**src/rtl/ifu_fetch.sv**
```systemverilog
// Instruction fetch unit: issues sequential word-aligned fetch addresses under
// a credit limit, buffers returned instructions with their PCs in a small FIFO
// for decode, and on a taken branch flushes the FIFO and drops stale responses.
module ifu_fetch #(
    parameter int                    ADDR_WIDTH = 32,
    parameter int                    PC_WIDTH   = 32,
    parameter int                    INST_WIDTH = 32,
    parameter logic [PC_WIDTH-1:0]   RESET_PC   = '0,
    parameter int                    DEPTH      = 4
) (
    input  logic                  clk,
    input  logic                  rst_n,
    output logic                  ifu_req_addr_vld,
    output logic [ADDR_WIDTH-1:0] ifu_req_addr,
    input  logic                  ifu_rsp_data_vld,
    input  logic [INST_WIDTH-1:0] ifu_rsp_data,
    output logic                  ifu_vld,
    output logic [PC_WIDTH-1:0]   ifu_pc,
    output logic [INST_WIDTH-1:0] ifu_inst,
    input  logic                  dec_rdy,
    input  logic                  alu_branch_taken,
    input  logic [PC_WIDTH-1:0]   alu_branch_pc
);

    localparam int CW = $clog2(DEPTH + 1);
    localparam int PW = $clog2(DEPTH);
    localparam logic [CW:0]       DEPTH_C = (CW+1)'(DEPTH);
    localparam logic [CW-1:0]     CNT_ONE = CW'(1);
    localparam logic [PW-1:0]     PTR_ONE = PW'(1);
    localparam logic [PC_WIDTH-1:0] PC_STEP = PC_WIDTH'(4);

    logic [PC_WIDTH-1:0]   fetch_pc;
    logic [PC_WIDTH-1:0]   rsp_pc;
    logic [PC_WIDTH-1:0]   fifo_pc   [DEPTH];
    logic [INST_WIDTH-1:0] fifo_inst [DEPTH];
    logic [PW-1:0]         wr_ptr;
    logic [PW-1:0]         rd_ptr;
    logic [CW-1:0]         fifo_cnt;
    logic [CW-1:0]         inflight;
    logic [CW-1:0]         discard;

    logic [CW:0]           credit_used;
    logic [PC_WIDTH-1:0]   branch_target;
    logic                  issue;
    logic                  rsp_take;
    logic                  push;
    logic                  pop;
    logic [CW-1:0]         inflight_nxt;
    logic [CW-1:0]         fifo_cnt_nxt;

    // Every request ever issued holds a FIFO slot until its instruction is
    // popped or discarded, so the FIFO can never overflow.
    assign credit_used   = {1'b0, fifo_cnt} + {1'b0, inflight};
    assign branch_target = alu_branch_pc & ~PC_WIDTH'(3);
    assign issue         = rst_n && !alu_branch_taken && (credit_used < DEPTH_C);
    // A response with nothing outstanding belongs to no request of ours.
    assign rsp_take      = ifu_rsp_data_vld && (inflight != '0);
    assign push          = rsp_take && (discard == '0) && !alu_branch_taken;
    assign ifu_vld       = (fifo_cnt != '0) && !alu_branch_taken;
    assign pop           = ifu_vld && dec_rdy;

    assign ifu_req_addr_vld = issue;
    assign ifu_req_addr     = fetch_pc;
    assign ifu_pc           = fifo_pc[rd_ptr];
    assign ifu_inst         = fifo_inst[rd_ptr];

    // Next-state occupancy counters; issue and response may cancel out.
    always_comb begin
        inflight_nxt = inflight;
        if (issue && !rsp_take) begin
            inflight_nxt = inflight + CNT_ONE;
        end else if (!issue && rsp_take) begin
            inflight_nxt = inflight - CNT_ONE;
        end
        fifo_cnt_nxt = fifo_cnt;
        if (push && !pop) begin
            fifo_cnt_nxt = fifo_cnt + CNT_ONE;
        end else if (!push && pop) begin
            fifo_cnt_nxt = fifo_cnt - CNT_ONE;
        end
    end

    // Instruction buffer storage; cleared on reset so the head reads zero.
    always_ff @(posedge clk or negedge rst_n) begin
        if (!rst_n) begin
            for (int i = 0; i < DEPTH; i++) begin
                fifo_pc[i]   <= '0;
                fifo_inst[i] <= '0;
            end
        end else if (push) begin
            fifo_pc[wr_ptr]   <= rsp_pc;
            fifo_inst[wr_ptr] <= ifu_rsp_data;
        end
    end

    // PCs, FIFO pointers and credit/discard bookkeeping, including redirect.
    always_ff @(posedge clk or negedge rst_n) begin
        if (!rst_n) begin
            fetch_pc <= RESET_PC;
            rsp_pc   <= RESET_PC;
            wr_ptr   <= '0;
            rd_ptr   <= '0;
            fifo_cnt <= '0;
            inflight <= '0;
            discard  <= '0;
        end else begin
            inflight <= inflight_nxt;
            if (alu_branch_taken) begin
                // Everything still outstanding after this edge is wrong-path,
                // which already includes any responses pending a discard.
                fetch_pc <= branch_target;
                rsp_pc   <= branch_target;
                wr_ptr   <= '0;
                rd_ptr   <= '0;
                fifo_cnt <= '0;
                discard  <= inflight_nxt;
            end else begin
                if (issue) begin
                    fetch_pc <= fetch_pc + PC_STEP;
                end
                if (rsp_take && (discard != '0)) begin
                    discard <= discard - CNT_ONE;
                end
                if (push) begin
                    wr_ptr <= wr_ptr + PTR_ONE;
                    rsp_pc <= rsp_pc + PC_STEP;
                end
                if (pop) begin
                    rd_ptr <= rd_ptr + PTR_ONE;
                end
                fifo_cnt <= fifo_cnt_nxt;
            end
        end
    end

endmodule

```
**config.mk**
```make
export PLATFORM = sky130hd
export DESIGN_NAME = ifu_fetch
export DESIGN_NICKNAME = d
export VERILOG_FILES = /design/src/rtl/ifu_fetch.sv
export SDC_FILE = /design/constraint.sdc
export NUM_CORES = 1
export LEC_CHECK = 0
export ABC_AREA = 1
export CAP_MARGIN = 25
export CORE_MARGIN = 4
export CORE_UTILIZATION = 40
export DETAILED_ROUTE_END_ITERATION = 8
export GPL_TIMING_DRIVEN = 0
export SYNTH_ARGS = -nofsm -noshare
export SYNTH_HDL_FRONTEND = slang
export SYNTH_SLANG_ARGS = --single-unit
```
**constraint.sdc**
```tcl
create_clock -name clk -period 5.1 [get_ports clk]
set_clock_uncertainty 0.15 [all_clocks]
set_input_delay 1.02 -clock clk [delete_from_list [all_inputs] [get_ports clk]]
set_output_delay 1.02 -clock clk [all_outputs]
set_load 0.01 [all_outputs]
```
==> impl_results.md <==
- Cell Int Power: 6.22 mW
- Top Ports: approximately 170
- Finish-stage setup viols: 0
- Die X: a little over 200 µm
- Largest net degree at the start of global routing: between 100 and 150
- Period Utilization, post-route: roughly 86%
- Clk buf depth: 3
- Die Y: 205 µm
- Final RePlAce weighted congestion: 0.935
- Crit path DAT: roughly 3.2 ns
- Register bit total from synthesis: approximately 320
- F_max: 229 MHz
- Worst reg2reg path depth: 13
- Total power: about 9.6 mW
- Status: finished, final reports clean
- Area Growth Syn to Fin: 23.0%
- Post-DP Area: 17800 µm²
- # Post-CTS Setup Buffers: 0
- Routed via count: approximately 14000
- DRT Wirelength: 50.7 mm
- Total GRT Usage: approximately a quarter
- # port buffers: roughly 160
- DRC: 0
- Row count: between 70 and 80
- Net Switching: roughly 3.4 mW
- CP startpoint: rd_ptr[0]
- Delay-heaviest family, CP: buffers and inverters
- Most used cell, CP: clkbuf_1
- Wirelength per Cell: 18.8 µm
- First-pass iteration count of the detailed router: 5
- CP max-delay cell: clkdlybuf4s50_1
- Hold path start: fifo_inst[41]
- Slowest cell delay on critical path: a little over 0.6 ns
- Post-synthesis cell count: approximately 2000
- Via density: about 5.3
- Slew HR: 41.1%
- Hold Path Stages: 2
- FF-to-FF setup slack: roughly 2.5 ns
- Synth cell types: 39
- Reg-to-Reg Start: inflight[0]
- Crit-path max FO: 10
- Crit Reg-Reg Endpoint: fifo_cnt[2]
- Final core utilization: about half
- Starting Density: roughly 40%
- Critical path type: register to output port
- First-pass GRT wire length: slightly below 80 mm
- Tmin final: approximately 4.4 ns
- CTS tree: built
- Pwr per Cell Area: ~500 nW/µm²
- Grt total ovfl: 0
- Die Area: 42000 µm²
- # nets final: between 2000 and 2500
- CP Data Required Time: around 3.9 ns
- Core Box Area: 38000 µm²
- Final Cell Area: between 15000 and 20000 µm²
- Initial antenna violation count: 0
- Setup WS post-layout: roughly 0.73 ns
- Clock sink total: around 320
- Post-DP HPWL: around 35 mm
- Pre-CTS setup slack: 0.697 ns
- Clk_lat worst skew: 0.52 ns
- CP Cell Sequence: buf_2 -> clkbuf_1 -> clkbuf_1 -> nor2_1 -> o22ai_1 -> clkdlybuf4s50_1
- Max cap viols: 0
- Startpoint types: register
- Inserted Clock Buffers: 38
- Vias in the first global route: 14228
- Max Slew Vio Count: 0
- CTS resizes: 0
- Initial DRC Count: 1029
- Layout cells sized above 1: 5.61%
- IR drop worst, VDD: 217 µV
- Register area share after synthesis: approximately 52%
- Post-Syn Area: about 16000 µm²
- Avg Cell Area, Syn: approximately 7.9 µm²
- ANT cells: 0
- Post-DRT Antenna Nets: 0
- Hold_buf cts: 0
- Hold crit path type: register to register
- Worst-Margin Slew: approximately 0.88 ns
- Clock network power share: 28.8%
- H-tree levels: 2
- Switching share of power: between 30% and 40%
- Ys Warns: 0
- Fillers: ~3800
- Crit path capture type: output port
- WP buf/inv: 4
- Final hold vios: 0
- Combinational Power Share: ~34%
- Leak Pwr: 8.74 nW
- Endpoint, Worst Hold: fifo_inst[41]
- RSZ-0062 raised after global routing: no
- Clk pin slew, worst setup/hold paths: about 0.060 ns
- Register share of total power: a little under two fifths
- CTS Root Cell: clkbuf_16
logic make-up after synthesis:
kind of cell,after synthesis,synth area share [%]
AOI/OAI and AO/OA,518,17.6
adders and majority gates,14,1.18
other,1,0.0241
xor gates and xnor gates,19,1.07
DFF,321,51.7
buffers and inverters,243,6.50
and+or+nand+nor,847,21.9
through the flow:
stage / setup TNS, ns / cells / hold WS (ns)
after global placement: -4045.91 / 2636 / 0.310
after CTS: 0 / 2704 / 0.331
after detailed placement: 0 / 2638 / 0.318
final: 0 / 2704 / 0.328
after global routing: 0 / 2704 / 0.344
after floorplan: 0 / 1966 / 0.298
worst min-delay path, cell delays in order (launching register included):
cell and delay, ns:
dfrtp_1 0.34, nand2_1 0.05, o21ai_0 0.06
per-layer routing:
| metal | global-route usage [%] | wire length [µm] | vias up |
|---|---|---|---|
| met2 | 38.1 | 23300 | 523 |
| met1 | 33.0 | 22200 | 6952 |
| li1 | - | - | 6856 |
| met3 | 3.74 | 3380 | 97 |
| met4 | 8.40 | 1800 | 0 |
| met5 | 0 | 0 | - |
sequential cells by signal (all words and copies together) (netlist names):
name,count
wr_ptr,2
rd_ptr,2
fifo_pc,120
fifo_inst,128
inflight,3
rsp_pc,30
discard,3
fifo_cnt,3
ifu_req_addr,30
final cells by class:
class	instances	area, µm²	share of cell area (%)
well taps	511	639	3.35
inverters	128	480	2.52
multi-input cells	1402	6500	34.0
repair buffers	161	1650	8.65
plain buffers	115	529	2.77
flip-flops and latches	321	8030	42.1
clock buffers	53	1110	5.80
clock inverters	13	158	0.825
cells in the final DEF, fill, tap and decap left out, types with 4 or more instances in the layout:
| cell | Yosys | routed |
|---|---|---|
| xor2_1 | 16 | 16 |
| dfrtp_1 | 321 | 321 |
| o21ai_0 | 346 | 346 |
| buf_2 | 36 | 36 |
| nand2_4 | 4 | 4 |
| o211ai_1 | 11 | 11 |
| clkinv_2 | 0 | 5 |
| nand2_1 | 515 | 515 |
| ha_1 | 13 | 13 |
| nor3_1 | 7 | 7 |
| nor2_1 | 222 | 222 |
| clkbuf_1 | 65 | 71 |
| clkbuf_16 | 0 | 39 |
| conb_1 | 1 | 4 |
| buf_4 | 6 | 6 |
| clkdlybuf4s50_1 | 0 | 158 |
| clkbuf_8 | 0 | 8 |
| o22ai_1 | 62 | 62 |
| o221ai_1 | 4 | 4 |
| inv_1 | 123 | 123 |
| buf_1 | 4 | 4 |
| a21oi_1 | 24 | 24 |
| nand3_1 | 79 | 79 |
| o21bai_1 | 4 | 4 |
| buf_6 | 4 | 4 |
| o21ai_1 | 61 | 61 |
| nand4_1 | 6 | 6 |
| a31oi_1 | 4 | 4 |
worst max path at each step:
stage | to | cells past startpoint
5_1_grt | ifu_req_addr_vld | 6
3_5_place_dp | ifu_req_addr_vld | 6
3_3_place_gp | ifu_req_addr[26] | 1
4_1_cts | ifu_req_addr_vld | 6
2_1_floorplan | ifu_req_addr_vld | 6
6_report | ifu_pc[16] | 6
power by group through the flow:
stage          sequential (mW)  clock [mW]  combinational (mW)
6_report                  3.54        2.76                3.29
5_1_grt                   3.61        2.90                3.64
4_1_cts                   3.53        2.80                3.30
3_5_place_dp              3.56           0                3.29
3_3_place_gp              3.56           0                3.23
2_1_floorplan             3.48           0                1.76
Yosys cell counts:
cell,n,area share (%)
nand2_1,515,12
o21ai_0,346,11
dfrtp_1,321,52
nor2_1,222,5.4
inv_1,123,3.0
nand3_1,79,2.5
clkbuf_1,65,1.6
o22ai_1,62,2.5
o21ai_1,61,2.0
buf_2,36,1.2
a21oi_1,24,0.77
xor2_1,16,0.90
ha_1,13,1.0
o211ai_1,11,0.53
nor3_1,7,0.23
buf_4,6,0.29
nand4_1,6,0.24
a31oi_1,4,0.16
buf_1,4,0.097
buf_6,4,0.29
nand2_4,4,0.29
o21bai_1,4,0.19
o221ai_1,4,0.23
inv_2,3,0.073
nand3b_1,3,0.15
xnor2_1,3,0.17
and3_1,2,0.081
clkinv_1,2,0.048
nor2_2,2,0.081
or2_2,2,0.081
a22oi_1,1,0.048
and2_1,1,0.040
conb_1,1,0.024
fa_1,1,0.13
nand3_4,1,0.11
nor2_4,1,0.073
nor2_8,1,0.13
nor3b_1,1,0.048
o31ai_1,1,0.048
(Power assumes the default switching activity.)
